$ cat src/rtl/atmr_vote_stage_if.sv
// Bundle for the ATMR voter: three replica words in, voted word plus status out.
// Latency: n/a (wiring only); the voter registers the output side.
// Backpressure: in_ready/out_ready follow plain valid/ready semantics.
//
// Ports (slave = voter side):
//   in_valid/in_ready      upstream handshake for the replica words
//   rep_a/rep_b/rep_c      replica 0/1/2 results, WIDTH bits each
//   clear                  synchronous status clear
//   out_valid/out_ready    downstream handshake for the voted word
//   voted/mism/uncorr      voted word, per-replica mismatch, duplex disagreement
//   fault/mode/err_cnt     sticky exclusions, redundancy level, error counter
interface atmr_vote_stage_if #(
  parameter int WIDTH = 8,
  parameter int CNT_W = 16
) ();

  logic             in_valid;
  logic             in_ready;
  logic [WIDTH-1:0] rep_a;
  logic [WIDTH-1:0] rep_b;
  logic [WIDTH-1:0] rep_c;
  logic             clear;
  logic             out_valid;
  logic             out_ready;
  logic [WIDTH-1:0] voted;
  logic [2:0]       mism;
  logic             uncorr;
  logic [2:0]       fault;
  logic [1:0]       mode;
  logic [CNT_W-1:0] err_cnt;

  // Producer/consumer side (e.g. the replica cluster plus downstream sink).
  modport master (
    output in_valid, rep_a, rep_b, rep_c, clear, out_ready,
    input  in_ready, out_valid, voted, mism, uncorr, fault, mode, err_cnt
  );

  // Voter side.
  modport slave (
    input  in_valid, rep_a, rep_b, rep_c, clear, out_ready,
    output in_ready, out_valid, voted, mism, uncorr, fault, mode, err_cnt
  );

endinterface

$ cat src/rtl/atmr_vote_stage.sv
// Approximate-TMR voter: bitwise majority of three replicas with persistent-fault exclusion.
// Latency: 1 cycle from accept to out_valid; full throughput when out_ready stays high.
// Backpressure: in_ready = !out_valid || out_ready; a held output word stays frozen.
//
// Ports:
//   clk    rising-edge clock
//   rst_n  asynchronous active-low reset (release expected synchronous to clk)
//   bus    atmr_vote_stage_if.slave: replica inputs, clear, voted output and status
module atmr_vote_stage #(
  parameter int               WIDTH     = 8,
  parameter logic [WIDTH-1:0] CARE_MASK = {WIDTH{1'b1}},
  parameter int               PERSIST   = 3,
  parameter int               CNT_W     = 16
) (
  input  logic                clk,
  input  logic                rst_n,
  atmr_vote_stage_if.slave    bus
);

  // Streak counters only ever need to hold 0..PERSIST-1; reaching PERSIST
  // faults the replica and zeroes the counter in the same update.
  localparam int             SW   = $clog2(PERSIST + 1);
  localparam logic [SW-1:0]  LAST = SW'(PERSIST - 1);

  typedef enum logic [1:0] {
    M_TRIPLEX = 2'b00,
    M_DUPLEX  = 2'b01,
    M_FAILED  = 2'b10
  } mode_e;

  // ---------------------------------------------------------------------
  // State
  // ---------------------------------------------------------------------
  logic                 out_valid_q, out_valid_d;
  logic [WIDTH-1:0]     voted_q;
  logic [2:0]           mism_q;
  logic                 uncorr_q;
  logic [2:0]           fault_q, fault_d;
  logic [2:0][SW-1:0]   streak_q, streak_d;
  logic [CNT_W-1:0]     err_q, err_d;

  // ---------------------------------------------------------------------
  // Handshake
  // ---------------------------------------------------------------------
  logic in_ready;
  logic accept;

  assign in_ready = !out_valid_q || bus.out_ready;
  assign accept   = bus.in_valid && in_ready;

  // ---------------------------------------------------------------------
  // Redundancy level, derived from the registered fault flags only, so a
  // fault raised on this beat affects the next accepted beat, not this one.
  // ---------------------------------------------------------------------
  logic [1:0] nfault;
  mode_e      mode;

  assign nfault = {1'b0, fault_q[0]} + {1'b0, fault_q[1]} + {1'b0, fault_q[2]};
  assign mode   = (nfault == 2'd0) ? M_TRIPLEX :
                  (nfault == 2'd1) ? M_DUPLEX  : M_FAILED;

  // ---------------------------------------------------------------------
  // Replica selection
  // ---------------------------------------------------------------------
  logic [WIDTH-1:0] maj;
  logic [WIDTH-1:0] h0, h1;   // two survivors in DUPLEX, lower index first
  logic [WIDTH-1:0] solo;     // sole survivor in FAILED

  assign maj = (bus.rep_a & bus.rep_b) | (bus.rep_a & bus.rep_c) | (bus.rep_b & bus.rep_c);

  always_comb begin
    h0 = bus.rep_a;
    h1 = bus.rep_b;
    if (fault_q[0]) begin
      h0 = bus.rep_b;
      h1 = bus.rep_c;
    end else if (fault_q[1]) begin
      h1 = bus.rep_c;
    end
  end

  assign solo = !fault_q[0] ? bus.rep_a :
                !fault_q[1] ? bus.rep_b : bus.rep_c;

  // ---------------------------------------------------------------------
  // Data path for the beat on the inputs this cycle
  // ---------------------------------------------------------------------
  logic [WIDTH-1:0] voted_d;
  logic [2:0]       mism_d;
  logic             uncorr_d;
  logic             beat_err;

  always_comb begin
    voted_d  = maj;
    mism_d   = '0;
    uncorr_d = 1'b0;
    unique case (mode)
      M_TRIPLEX: begin
        voted_d   = maj;
        // Voting uses every bit; only CARE_MASK bits count as disagreement.
        mism_d[0] = |((bus.rep_a ^ maj) & CARE_MASK);
        mism_d[1] = |((bus.rep_b ^ maj) & CARE_MASK);
        mism_d[2] = |((bus.rep_c ^ maj) & CARE_MASK);
      end
      M_DUPLEX: begin
        // Two survivors can detect but not correct: pass the lower index on.
        voted_d  = h0;
        uncorr_d = |((h0 ^ h1) & CARE_MASK);
      end
      default: begin
        voted_d = solo;
      end
    endcase
  end

  assign beat_err = (|mism_d) || uncorr_d;

  // ---------------------------------------------------------------------
  // Persistence tracking
  // ---------------------------------------------------------------------
  logic [2:0] hit;    // replica reaches PERSIST consecutive mismatches now
  logic [2:0] keep;   // faults actually applied

  always_comb begin
    for (int i = 0; i < 3; i++) begin
      hit[i] = (mode == M_TRIPLEX) && mism_d[i] && (streak_q[i] == LAST);
    end
  end

  // Never exclude every replica: if all three trip together, A is kept so
  // the stage still has something to forward.
  assign keep = (&hit) ? {hit[2:1], 1'b0} : hit;

  always_comb begin
    fault_d  = fault_q;
    streak_d = streak_q;
    err_d    = err_q;
    if (bus.clear) begin
      // Wins over any status update from a beat accepted this cycle.
      fault_d  = '0;
      streak_d = '0;
      err_d    = '0;
    end else if (accept) begin
      // Streaks only move in TRIPLEX; in DUPLEX/FAILED they stay frozen.
      if (mode == M_TRIPLEX) begin
        fault_d = fault_q | keep;
        for (int i = 0; i < 3; i++) begin
          streak_d[i] = (mism_d[i] && !hit[i]) ? streak_q[i] + 1'b1 : '0;
        end
      end
      if (beat_err && !(&err_q)) begin
        err_d = err_q + 1'b1;
      end
    end
  end

  // ---------------------------------------------------------------------
  // Output register stage
  // ---------------------------------------------------------------------
  always_comb begin
    out_valid_d = out_valid_q;
    if (accept) begin
      out_valid_d = 1'b1;
    end else if (bus.out_ready) begin
      out_valid_d = 1'b0;
    end
  end

  always_ff @(posedge clk or negedge rst_n) begin
    if (!rst_n) begin
      out_valid_q <= 1'b0;
      voted_q     <= '0;
      mism_q      <= '0;
      uncorr_q    <= 1'b0;
      fault_q     <= '0;
      streak_q    <= '0;
      err_q       <= '0;
    end else begin
      out_valid_q <= out_valid_d;
      fault_q     <= fault_d;
      streak_q    <= streak_d;
      err_q       <= err_d;
      // Only a new accept replaces the word; a held word stays untouched.
      if (accept) begin
        voted_q  <= voted_d;
        mism_q   <= mism_d;
        uncorr_q <= uncorr_d;
      end
    end
  end

  // ---------------------------------------------------------------------
  // Interface outputs
  // ---------------------------------------------------------------------
  assign bus.in_ready  = in_ready;
  assign bus.out_valid = out_valid_q;
  assign bus.voted     = voted_q;
  assign bus.mism      = mism_q;
  assign bus.uncorr    = uncorr_q;
  assign bus.fault     = fault_q;
  assign bus.mode      = mode;
  assign bus.err_cnt   = err_q;

endmodule

$ cat src/flat_wrapper.sv
// flat-port wrapper written by rule: the top's interface ports become plain ports
module atmr_vote_stage_flat 
#(
  parameter int               WIDTH     = 8,
  parameter logic [WIDTH-1:0] CARE_MASK = {WIDTH{1'b1}},
  parameter int               PERSIST   = 3,
  parameter int               CNT_W     = 16
)
  (clk, rst_n, bus_in_valid, bus_rep_a, bus_rep_b, bus_rep_c, bus_clear, bus_out_ready, bus_in_ready, bus_out_valid, bus_voted, bus_mism, bus_uncorr, bus_fault, bus_mode, bus_err_cnt);
  atmr_vote_stage_if #(.WIDTH(WIDTH), .CNT_W(CNT_W)) bus_i ();
  input  logic clk;
  input  logic rst_n;
  input wire logic [$bits(bus_i.in_valid)-1:0] bus_in_valid;
  input wire logic [$bits(bus_i.rep_a)-1:0] bus_rep_a;
  input wire logic [$bits(bus_i.rep_b)-1:0] bus_rep_b;
  input wire logic [$bits(bus_i.rep_c)-1:0] bus_rep_c;
  input wire logic [$bits(bus_i.clear)-1:0] bus_clear;
  input wire logic [$bits(bus_i.out_ready)-1:0] bus_out_ready;
  output wire logic [$bits(bus_i.in_ready)-1:0] bus_in_ready;
  output wire logic [$bits(bus_i.out_valid)-1:0] bus_out_valid;
  output wire logic [$bits(bus_i.voted)-1:0] bus_voted;
  output wire logic [$bits(bus_i.mism)-1:0] bus_mism;
  output wire logic [$bits(bus_i.uncorr)-1:0] bus_uncorr;
  output wire logic [$bits(bus_i.fault)-1:0] bus_fault;
  output wire logic [$bits(bus_i.mode)-1:0] bus_mode;
  output wire logic [$bits(bus_i.err_cnt)-1:0] bus_err_cnt;
  assign bus_i.in_valid = bus_in_valid;
  assign bus_i.rep_a = bus_rep_a;
  assign bus_i.rep_b = bus_rep_b;
  assign bus_i.rep_c = bus_rep_c;
  assign bus_i.clear = bus_clear;
  assign bus_i.out_ready = bus_out_ready;
  assign bus_in_ready = bus_i.in_ready;
  assign bus_out_valid = bus_i.out_valid;
  assign bus_voted = bus_i.voted;
  assign bus_mism = bus_i.mism;
  assign bus_uncorr = bus_i.uncorr;
  assign bus_fault = bus_i.fault;
  assign bus_mode = bus_i.mode;
  assign bus_err_cnt = bus_i.err_cnt;
  atmr_vote_stage #(.WIDTH(WIDTH), .CARE_MASK(CARE_MASK), .PERSIST(PERSIST), .CNT_W(CNT_W)) u_core (.clk(clk), .rst_n(rst_n), .bus(bus_i));
endmodule
$ cat config.mk
export PLATFORM = sky130hd
export DESIGN_NAME = atmr_vote_stage_flat
export DESIGN_NICKNAME = d
export VERILOG_FILES = /design/src/rtl/atmr_vote_stage_if.sv /design/src/rtl/atmr_vote_stage.sv /design/src/flat_wrapper.sv
export SDC_FILE = /design/constraint.sdc
export NUM_CORES = 1
export LEC_CHECK = 0
export BUFFER_PORTS_ARGS = -buffer_cell sky130_fd_sc_hd__buf_2
export CORE_MARGIN = 2
export CORE_UTILIZATION = 55
export DETAILED_ROUTE_END_ITERATION = 10
export PLACE_DENSITY = 0.79
export SETUP_SLACK_MARGIN = 0.4
export SLEW_MARGIN = 20
export SYNTH_ARGS = -nofsm -noshare
export SYNTH_HDL_FRONTEND = slang
export SYNTH_SLANG_ARGS = --single-unit
export TNS_END_PERCENT = 1
$ cat constraint.sdc
create_clock -name clk -period 7.4 [get_ports clk]
set_input_delay 1.85 -clock clk [delete_from_list [all_inputs] [get_ports clk]]
set_output_delay 1.85 -clock clk [all_outputs]
set_load 0.05 [all_outputs]
Yosys cells after proc, flatten, opt, wreduce, memory -nomap -nowiden. Cells that the tools add are included.

RAM bits: 0. Output and inout bits: 35. Memory bits (read-only): 0. Flip-flop bits (word level): 38. Latch bits: 0. Logic and storage cells: 87. Memories: 0.

Reductions and logical operators: 33. Add/sub/neg operators: 6. Muxes and demuxes: 24. $mul: 0. $lt $le $gt $ge: 0. Shift operators: 0. Divide/modulo/power cells: 0. Bitwise gates (word level): 10. Equal/unequal tests: 5.

Operators by type and width (count): $mux 16 (3); $mux 8 (4); $reduce_or 8->1 (4); $xor 8x8->8 (4); $and 8x8->8 (3); $mux 6 (3); $add 16x1->16 const B (1); $or 8x8->8 (2); $pmux 8 s2 (1); $reduce_and 16->1 (1); $mux 3 (4); $logic_and 1x1->1 (11); $mux 2 (5); $reduce_bool 2->1 (4); $add 2x1->2 const B (3); $eq 2x2->1 const B (3); $logic_not 1->1 (5); $eq 2x1->1 const B (2); $logic_not 2->1 (2); $mux 1 (4); $reduce_and 2->1 (2); $or 3x3->3 (1); $reduce_and 3->1 (1); $reduce_or 3->1 (1); 3 further kinds (4).

Longest topological paths before layout. Gate-level depths: netlist (run 1).

Word-level depth: 15. Mapped depth: 12. Depth with buffers taken out: 9.

Worst setup path before layout (run 1). OpenSTA, ideal clock, no wires.

Path type: register -> output. Start point: reg u_core.fault_q[0], in the netlist u_core.bus.fault[0]. End point: out bus_mode[0]. Slack: 3112 ps. Cell stages (with the launch flop): 6. Arrival: 2438 ps. Cells stage by stage: dfrtp_1 -> clkbuf_1 -> inv_1 -> clkbuf_1 -> fa_1 -> nor2b_1.

Cells in the longest elaborated chain, start to end: 5.

Ends and longest elaborated chain: start: declaration (RTL line atmr_vote_stage.sv:38) `logic [2:0] fault_q, fault_d;`; start signal: assignment (RTL line atmr_vote_stage.sv:180) `fault_q <= fault_d;`; $add 1x1->2 * (RTL line atmr_vote_stage.sv:58) `assign nfault = {1'b0, fault_q[0]} + {1'b0, fault_q[1]} + {1'b0, fault_q[2]};`; $add 2x1->2 * (RTL line atmr_vote_stage.sv:58); $eq 2x1->1 (RTL line atmr_vote_stage.sv:60) `(nfault == 2'd1) ? M_DUPLEX : M_FAILED;`; $mux 2 (RTL line atmr_vote_stage.sv:60); $mux 2 * (RTL line atmr_vote_stage.sv:59) `assign mode = (nfault == 2'd0) ? M_TRIPLEX :`; end: declaration (RTL line flat_wrapper.sv:25) `output wire logic [$bits(bus_i.mode)-1:0] bus_mode;`.

Mark *: on every way between the ends. The rest lies on a longest branch, timed or not.

Worst setup path in the final report (run 1). Ends and elaborated chain as after synthesis.

==> summary.txt, run 1 <==
Timing
  – Max Freq: about 210 MHz
  – Worst-margin pin slew: approximately 0.86 ns
  – Hold Violations, Final: 0
  – Slew Viols, Final: 0
  – Tmin final: roughly 4.7 ns
  – Worst hold slack: 0.479 ns
  – Clock skew: 0.00924 ns
  – Ratio of final minimum period to clock period: 63.6%
  – RSZ-0062 raised after global routing: false
  – Fin Setup TNS: 0 ns
  – Relative slew slack: between 40% and 50%
  – # setup viols final: 0
  – Setup slack after layout: between 2 and 3 ns

Power
  – Leak: roughly 0.0016 uW
  – Logic pwr share: about a third
  – P_int: ~350 uW
  – Switching power: roughly 210 uW
  – Switching share of power: a little under two fifths
  – Clock power frac: 24.0%
  – Worst vdd ir: 125 uV
  – Pwr/cell area: approximately 140 nW/um2
  – Sequential Power Share: 41.9%

Global route
  – Largest net degree at the start of global routing: 42
  – Vias in the first global route: 2949
  – Grt ovf: 0
  – First-pass GRT wire length: 13900 um
  – GR Util met3: 4.67%
  – Met1 Use GR: about a third
  – Antenna violations before repair: 0
  – GR peak layer: met2
  – GRT Total Usage: between 20% and 30%
  – Met2 usage: 39.9%

Worst setup path
  – WP data required: 5.55 ns
  – CP max FO: 20
  – R2R cell count: 9
  – Type of origin of the critical path: flop
  – CP Class: reg -> out
  – Worst EP arrival: between 2 and 3 ns
  – CP endpoint kind: output port

Clock network
  – Max clock buf depth: 2
  – Clock H-tree levels: 2
  – Clk_lat worst skew: 0.29 ns
  – Setup Fix Bufs, Post-CTS: 0
  – CTS tree: done
  – Root buffer cell: clkbuf_8
  – Post-CTS Hold Buffers: 0
  – CTS Buf Count: 5
  – Resize count post-CTS: 0
  – # clock sinks: 38
  – Clk slew on worst S/H paths: 0.07 ns

Yosys
  – Syn_nets: around 430
  – Mean post-synth cell area: around 9.0 um2
  – Largest cells by area after synthesis: dfrtp_1, nor2_1, mux2_4, nand2_1, nor3b_1
  – Sequential area share after synthesis: a little over a quarter
  – Mapped Area: 3600 um2
  – Post-synth top area cell: dfrtp_1
  – Seq cells post-synth: 38
  – Post-synth top flop: dfrtp_1
  – Cells after Synth: 400
  – Synth warn: 0
  – Post-synth cell types: between 60 and 70
  – Async set or reset register ratio after synthesis: 100%
  – Post-synth EDFFs: 0
  – Top cell type's share of synthesized area: a little over a quarter

Routing
  – WL per Instance: approximately 16 um
  – DRT iter0 DRCs: about 200
  – Pre-Repair DR Iteration Count: 4
  – DR vias: roughly 3100
  – Post-Route WL: approximately 8100 um
  – DRC Markers: 0
  – Avg Vias per Cell: approximately 6
  – ANT nets after route: 0

Die
  – Initial Util: between 50% and 60%
  – Area of the core: around 6300 um2
  – Die width: around 85 um
  – Die area: ~7000 um2
  – I/O Pins: between 60 and 70
  – Num rows: 29
  – Die Height: about 85 um

Placement
  – Dpl cells: 501
  – Pre-CTS setup slack: just over 3 ns
  – GPL Wtd Cong: between 0.8 and 0.9
  – Hpwl dp: 5910 um
  – IO buf count: 63

Worst hold path
  – Hold depth: 1
  – Hold crit path type: reg -> reg

Finish
  – Final Util: just over 60%
  – Number of diodes: 0
  – Final #Nets: between 400 and 500
  – Share of layout cells above drive strength 1: between 30% and 40%
  – Area Overhead vs Synth: 6.57%
  – Fillers: about 570
  – Layout Cells excl Fill: roughly 500

Status
  – Status: finished clean

Flow run
  – Max-cap violations: 0
[area by class of cell]
class / instances / area (um2) / share of cell area, %
multi-input combinational: 310 / 2340 / 61.1
sequential: 38 / 951 / 24.8
timing repair buffer: 64 / 323 / 8.42
tap: 77 / 96.3 / 2.51
clock buffer: 7 / 76.3 / 1.99
inverter: 12 / 45.0 / 1.17
[path summary, 6_finish.rpt]
path / from / end / slack, ns
min: u_core.bus.mism[0]$_DFFE_PN0P_ / u_core.bus.mism[0]$_DFFE_PN0P_ / 0.48
max in group asynchronous: rst_n / u_core.bus.err_cnt[13]$_DFFE_PN0P_ / 5.18
min reg2reg: u_core.bus.mism[0]$_DFFE_PN0P_ / u_core.bus.mism[0]$_DFFE_PN0P_ / 0.48
max: u_core.bus.fault[0]$_DFFE_PN0P_ / bus_mode[0] / 2.69
max reg2reg: u_core.bus.fault[0]$_DFFE_PN0P_ / u_core.bus.err_cnt[11]$_DFFE_PN0P_ / 3.42
min in group asynchronous: rst_n / u_core.bus.voted[1]$_DFFE_PN0P_ / 1.66
[worst max-delay path, cell delays in order, from the launching register on]
cell,delay [ns]
dfrtp_1,0.70
inv_1,0.35
fa_1,1.14
nor2b_1,0.13
buf_2,0.25
[cell usage in the layout (no fill, tap or decap), types with 9 or more instances in the layout]
cell,synthesis,routed
dfrtp_1,38,38
nor2b_1,14,14
nand2_1,31,31
buf_2,16,63
nor3b_1,15,15
nor2_1,42,42
mux2i_1,9,9
a21oi_1,15,15
inv_1,12,12
o21ai_0,18,18
mux2_4,10,10
[layer usage]
layer / vias to the layer above / wire (um)
li1: 1485 / -
met1: 1482 / 3610
met2: 86 / 3920
met3: 9 / 471
met4: 0 / 65
met5: - / 0
[cells in the mapped netlist (2+ instances only)]
master and n:
nor4_2 3, mux2_2 5, o211ai_1 8, xor2_1 7, o21ai_0 18, nor3_1 7
a22oi_1 2, and3b_1 7, buf_2 16, and2b_2 2, and3b_2 5, o2111ai_1 8
nor2b_1 14, buf_6 7, nor3b_1 15, a221oi_1 3, mux2i_1 9, dfrtp_1 38
ha_1 4, and2_1 2, and3_1 2, nand2_1 31, clkbuf_1 12, a2111oi_2 2
nor4_1 5, a21o_1 2, a211oi_2 8, nand3_1 8, nor2_1 42, clkbuf_8 2
o21bai_1 8, nand4_2 4, xnor2_1 8, or4_1 3, inv_1 12, nand2b_1 7
and3b_4 3, nor4_4 5, mux2_4 10, dlygate4sd3_1 2, a21oi_1 15, o22ai_1 3
[flip-flops by register name, indices dropped and copies added, names as in the netlist]
signal / flops
u_core.bus.err_cnt: 16
u_core.bus.fault: 3
u_core.bus.mism: 3
u_core.bus.out_valid: 1
u_core.bus.uncorr: 1
u_core.bus.voted: 8
u_core.streak_q: 6
[logic make-up after synthesis]
kind of cell    share of synthesized area, %
xor+xnor                                3.65
flops                                   26.4
mux                                     8.94
fa+ha+maj                               1.95
simple gates                            31.8
buf+inv                                 8.45
compound gates                          18.8
[stage by stage]
step / instance area (um2) / power, uW
floorplan: 3600 / 387
global placement: 3760 / 419
detailed placement: 3760 / 424
CTS: 3830 / 556
global route: 3830 / 585
finish: 3830 / 553
[power by group through the flow]
stage	Sequential, uW	Combinational [uW]	Clock [uW]
floorplan	276	110	0
global placement	235	184	0
detailed placement	236	188	0
CTS	232	189	135
global route	234	206	145
finish	232	189	133
(Power assumes the default switching activity.)
==> inputs of run 2 (changes only) <==
--- a/config.mk
+++ b/config.mk
@@ -5,6 +5,7 @@
 export SDC_FILE = /design/constraint.sdc
 export NUM_CORES = 1
 export LEC_CHECK = 0
+export ABC_AREA = 1
 export BUFFER_PORTS_ARGS = -buffer_cell sky130_fd_sc_hd__buf_2
 export CORE_MARGIN = 2
 export CORE_UTILIZATION = 55
==> constraint.sdc (replaced) <==
create_clock -name clk -period 4.5 [get_ports clk]
set_input_delay 1.125 -clock clk [delete_from_list [all_inputs] [get_ports clk]]
set_output_delay 1.125 -clock clk [all_outputs]
set_load 0.05 [all_outputs]
==> run 2 against run 1 <==
Combinational power increased by 85%. Utilization increased by 3.4 points. Final cell count increased by 29%. Setup slack got worse by 1.7 ns. Synthesized cell count increased by 30%. Critical path depth increased by 1. Clock power increased by 89%. First-iteration DRC count increased by 75%. Routed wire length increased by 17%. Critical path type unchanged.
==> summary.txt, run 2 <==
Worst hold path
  – Hold crit path type: reg -> reg
  – Hold path startpoint: u_core.bus.mism[0]$_DFFE_PN0P_

Global route
  – Grt ovf: 0
  – First-pass GRT wire length: 15500 um
  – Largest net degree at the start of global routing: 39
  – GRT Total Usage: slightly below 30%
  – Antenna violations before repair: 0
  – Vias in the first global route: roughly 3300

Yosys
  – Async set or reset register ratio after synthesis: 100%
  – Post-synth cell types: 37
  – Syn_nets: approximately 560
  – Largest cells by area after synthesis: dfrtp_1, nand2_1, nand3_1, inv_1, o21ai_0
  – Synth warn: 0
  – Main combinational cell family by area after synthesis: simple AND/OR/NAND/NOR gates
  – Post-Synth XOR/XNOR Area: 2.86%
  – Seq cells post-synth: 38
  – Adder-cell share of the synthesized area: 2.08%
  – Mapped Area: between 3000 and 4000 um2
  – Post-synth top flop: dfrtp_1
  – Mux share of post-synthesis cell area: 0%
  – Synth Area in Simple Gates: between 40 and 50%
  – Count leader, synth: nand2_1
  – Sequential area share after synthesis: roughly 28%
  – Post-synth top area cell: dfrtp_1
  – Top cell type's share of synthesized area: 28.2%
  – Most frequent cells after synthesis: nand2_1, inv_1, nand3_1
  – Compound-gate portion of the synthesized area: between 10% and 20%
  – Post-synth EDFFs: 0
  – Mean post-synth cell area: 6.46 um2
  – Cells after Synth: roughly 520

Die
  – Die Height: roughly 82 um
  – Die area: slightly below 7000 um2
  – Num rows: 28
  – Die width: ~82 um
  – Initial Util: 56.9%
  – I/O Pins: 64
  – Area of the core: between 5000 and 6000 um2

Clock network
  – Clk slew on worst S/H paths: roughly 0.07 ns
  – CTS Buf Count: 5
  – Max clock buf depth: 2
  – Root buffer cell: clkbuf_8
  – Resize count post-CTS: 0
  – Clk_lat worst skew: 0.30 ns
  – Post-CTS Hold Buffers: 0
  – Setup Fix Bufs, Post-CTS: 0
  – CTS tree: done
  – Clock H-tree levels: 2
  – # clock sinks: 38

Finish
  – Area Overhead vs Synth: 12.2%
  – Final #Nets: 612
  – Commonest cells after routing, fill and taps aside: nand2_1, buf_2, inv_1
  – Final Util: 63.8%
  – Share of layout cells above drive strength 1: 19.2%
  – Commonest non-fill, non-tap cell in the layout: nand2_1
  – Number of diodes: 0
  – Max reg flops: 16

Routing
  – Pre-Repair DR Iteration Count: 5
  – DRC Markers: 0
  – ANT nets after route: 0
  – WL per Instance: approximately 14 um
  – Avg Vias per Cell: roughly 5.7
  – DRT iter0 DRCs: 356
  – Post-Route WL: 9420 um
  – DR vias: 3723

Flow run
  – Max-cap violations: 0

Worst setup path
  – WP data required: ~3.4 ns
  – CP Class: reg -> out
  – Worst R2R Start: u_core.bus.fault[0]$_DFFE_PN0P_
  – CP max FO: 28
  – Crit-path slowest cell: fa_1
  – CP startpoint: u_core.bus.fault[0]$_DFFE_PN0P_
  – Worst EP arrival: around 2.4 ns
  – CP delay by family, top: buffers and inverters
  – CP endpoint kind: output port
  – CP bufs+invs: 3
  – Max incr delay on CP: about 0.54 ns
  – CP Cell Sequence: buf_4 > inv_6 > fa_1 > nor2_2 > buf_2
  – Type of origin of the critical path: flop

Timing
  – Clock skew: 0.0114 ns
  – RSZ-0062 raised after global routing: false
  – Slew Viols, Final: 0
  – Fin Setup TNS: 0 ns
  – Ratio of final minimum period to clock period: 78.2%
  – Max Freq: about 280 MHz
  – Hold Violations, Final: 0
  – Relative slew slack: roughly 28%
  – # setup viols final: 0
  – Tmin final: 3.52 ns
  – Worst-margin pin slew: 1.07 ns

Status
  – Status: finished clean

Power
  – Pwr/cell area: approximately 260 nW/um2
  – Worst vdd ir: 298 uV
  – Leak: 0.00209 uW

Placement
  – IO buf count: 63
  – Hpwl dp: between 7000 and 8000 um
  – GPL Wtd Cong: ~0.94
[run 2: changes by cell type after synthesis, sizes merged, moves of 15 or more]
cell	delta
nor3b	-16
o21ai	+16
nand4	+17
nand3	+51
mux2	-16
nor2b	-15
inv	+52
nand2	+158
[run 2: report_power, final]
part	switching (uW)	leakage, uW	internal (uW)
Sequential	18.6	0.000502	371
Clock	128	0.0000472	123
Combinational	259	0.00155	90.5
Total	406	0.00209	585
[run 2: kinds of logic (layout without fill, tap and decap cells)]
family                   Yosys count  count (layout)
buffers and inverters             80             138
XOR/XNOR                          11              11
AND/OR/NAND/NOR                  317             317
flip-flops                        38              38
AO/OA/AOI/OAI                     70              70
adder cells (fa/ha/maj)            5               5
[run 2: area by class of cell]
| type | count | area, um2 |
|---|---|---|
| fillers | 572 | 2140 |
| multi-input cells | 403 | 2050 |
| flip-flops and latches | 38 | 951 |
| repair buffers | 66 | 338 |
| inverters | 64 | 248 |
| well taps | 75 | 93.8 |
| clock buffers | 6 | 82.6 |
| clock inverters | 2 | 12.5 |
[run 2: metal layers]
layer | wire [um] | up-vias | GRT usage, % | part of all wire [%]
li1 | - | 1825 | - | -
met1 | 4310 | 1712 | 40.4 | 46
met2 | 4210 | 166 | 47.5 | 45
met3 | 648 | 20 | 4.46 | 6.9
met4 | 261 | 0 | 10.2 | 2.8
met5 | 0 | - | 0 | 0
[run 2: through the flow]
step                      instances  area (um2)  total power, uW  setup slack [ns]  hold WS, ns
after floorplan                 521        3370              640              1.15        0.480
after global placement          646        3680              735              1.34        0.462
after detailed placement        646        3680              742              1.32        0.474
after CTS                       654        3780              990             0.997        0.492
after global routing            654        3780             1040             0.863        0.529
final                           654        3780              991             0.980        0.489
[run 2: final timing paths]
kind                                                 endpoint  slack [ns]  cells after the start
max in group asynchronous     u_core.bus.fault[2]$_DFFE_PN0P_        3.04                      1
hold reg to reg                u_core.bus.mism[0]$_DFFE_PN0P_        0.49                      2
setup / recovery                                  bus_mode[0]        0.98                      5
hold / removal                 u_core.bus.mism[0]$_DFFE_PN0P_        0.49                      2
setup reg to reg           u_core.bus.err_cnt[15]$_DFFE_PN0P_        1.65                     12
min in group asynchronous     u_core.bus.voted[5]$_DFFE_PN0P_        0.92                      1
[run 2: worst register-to-register path, cell delays in order, from the launching register on]
cell     delay [ns]
dfrtp_1        0.33
buf_4          0.30
inv_6          0.14
fa_1           0.60
nand2_2        0.29
inv_1          0.13
nand2_2        0.18
nand2_1        0.11
nor2_4         0.11
nand2_4        0.15
nand2_4        0.25
nand3_1        0.12
nand2_1        0.09
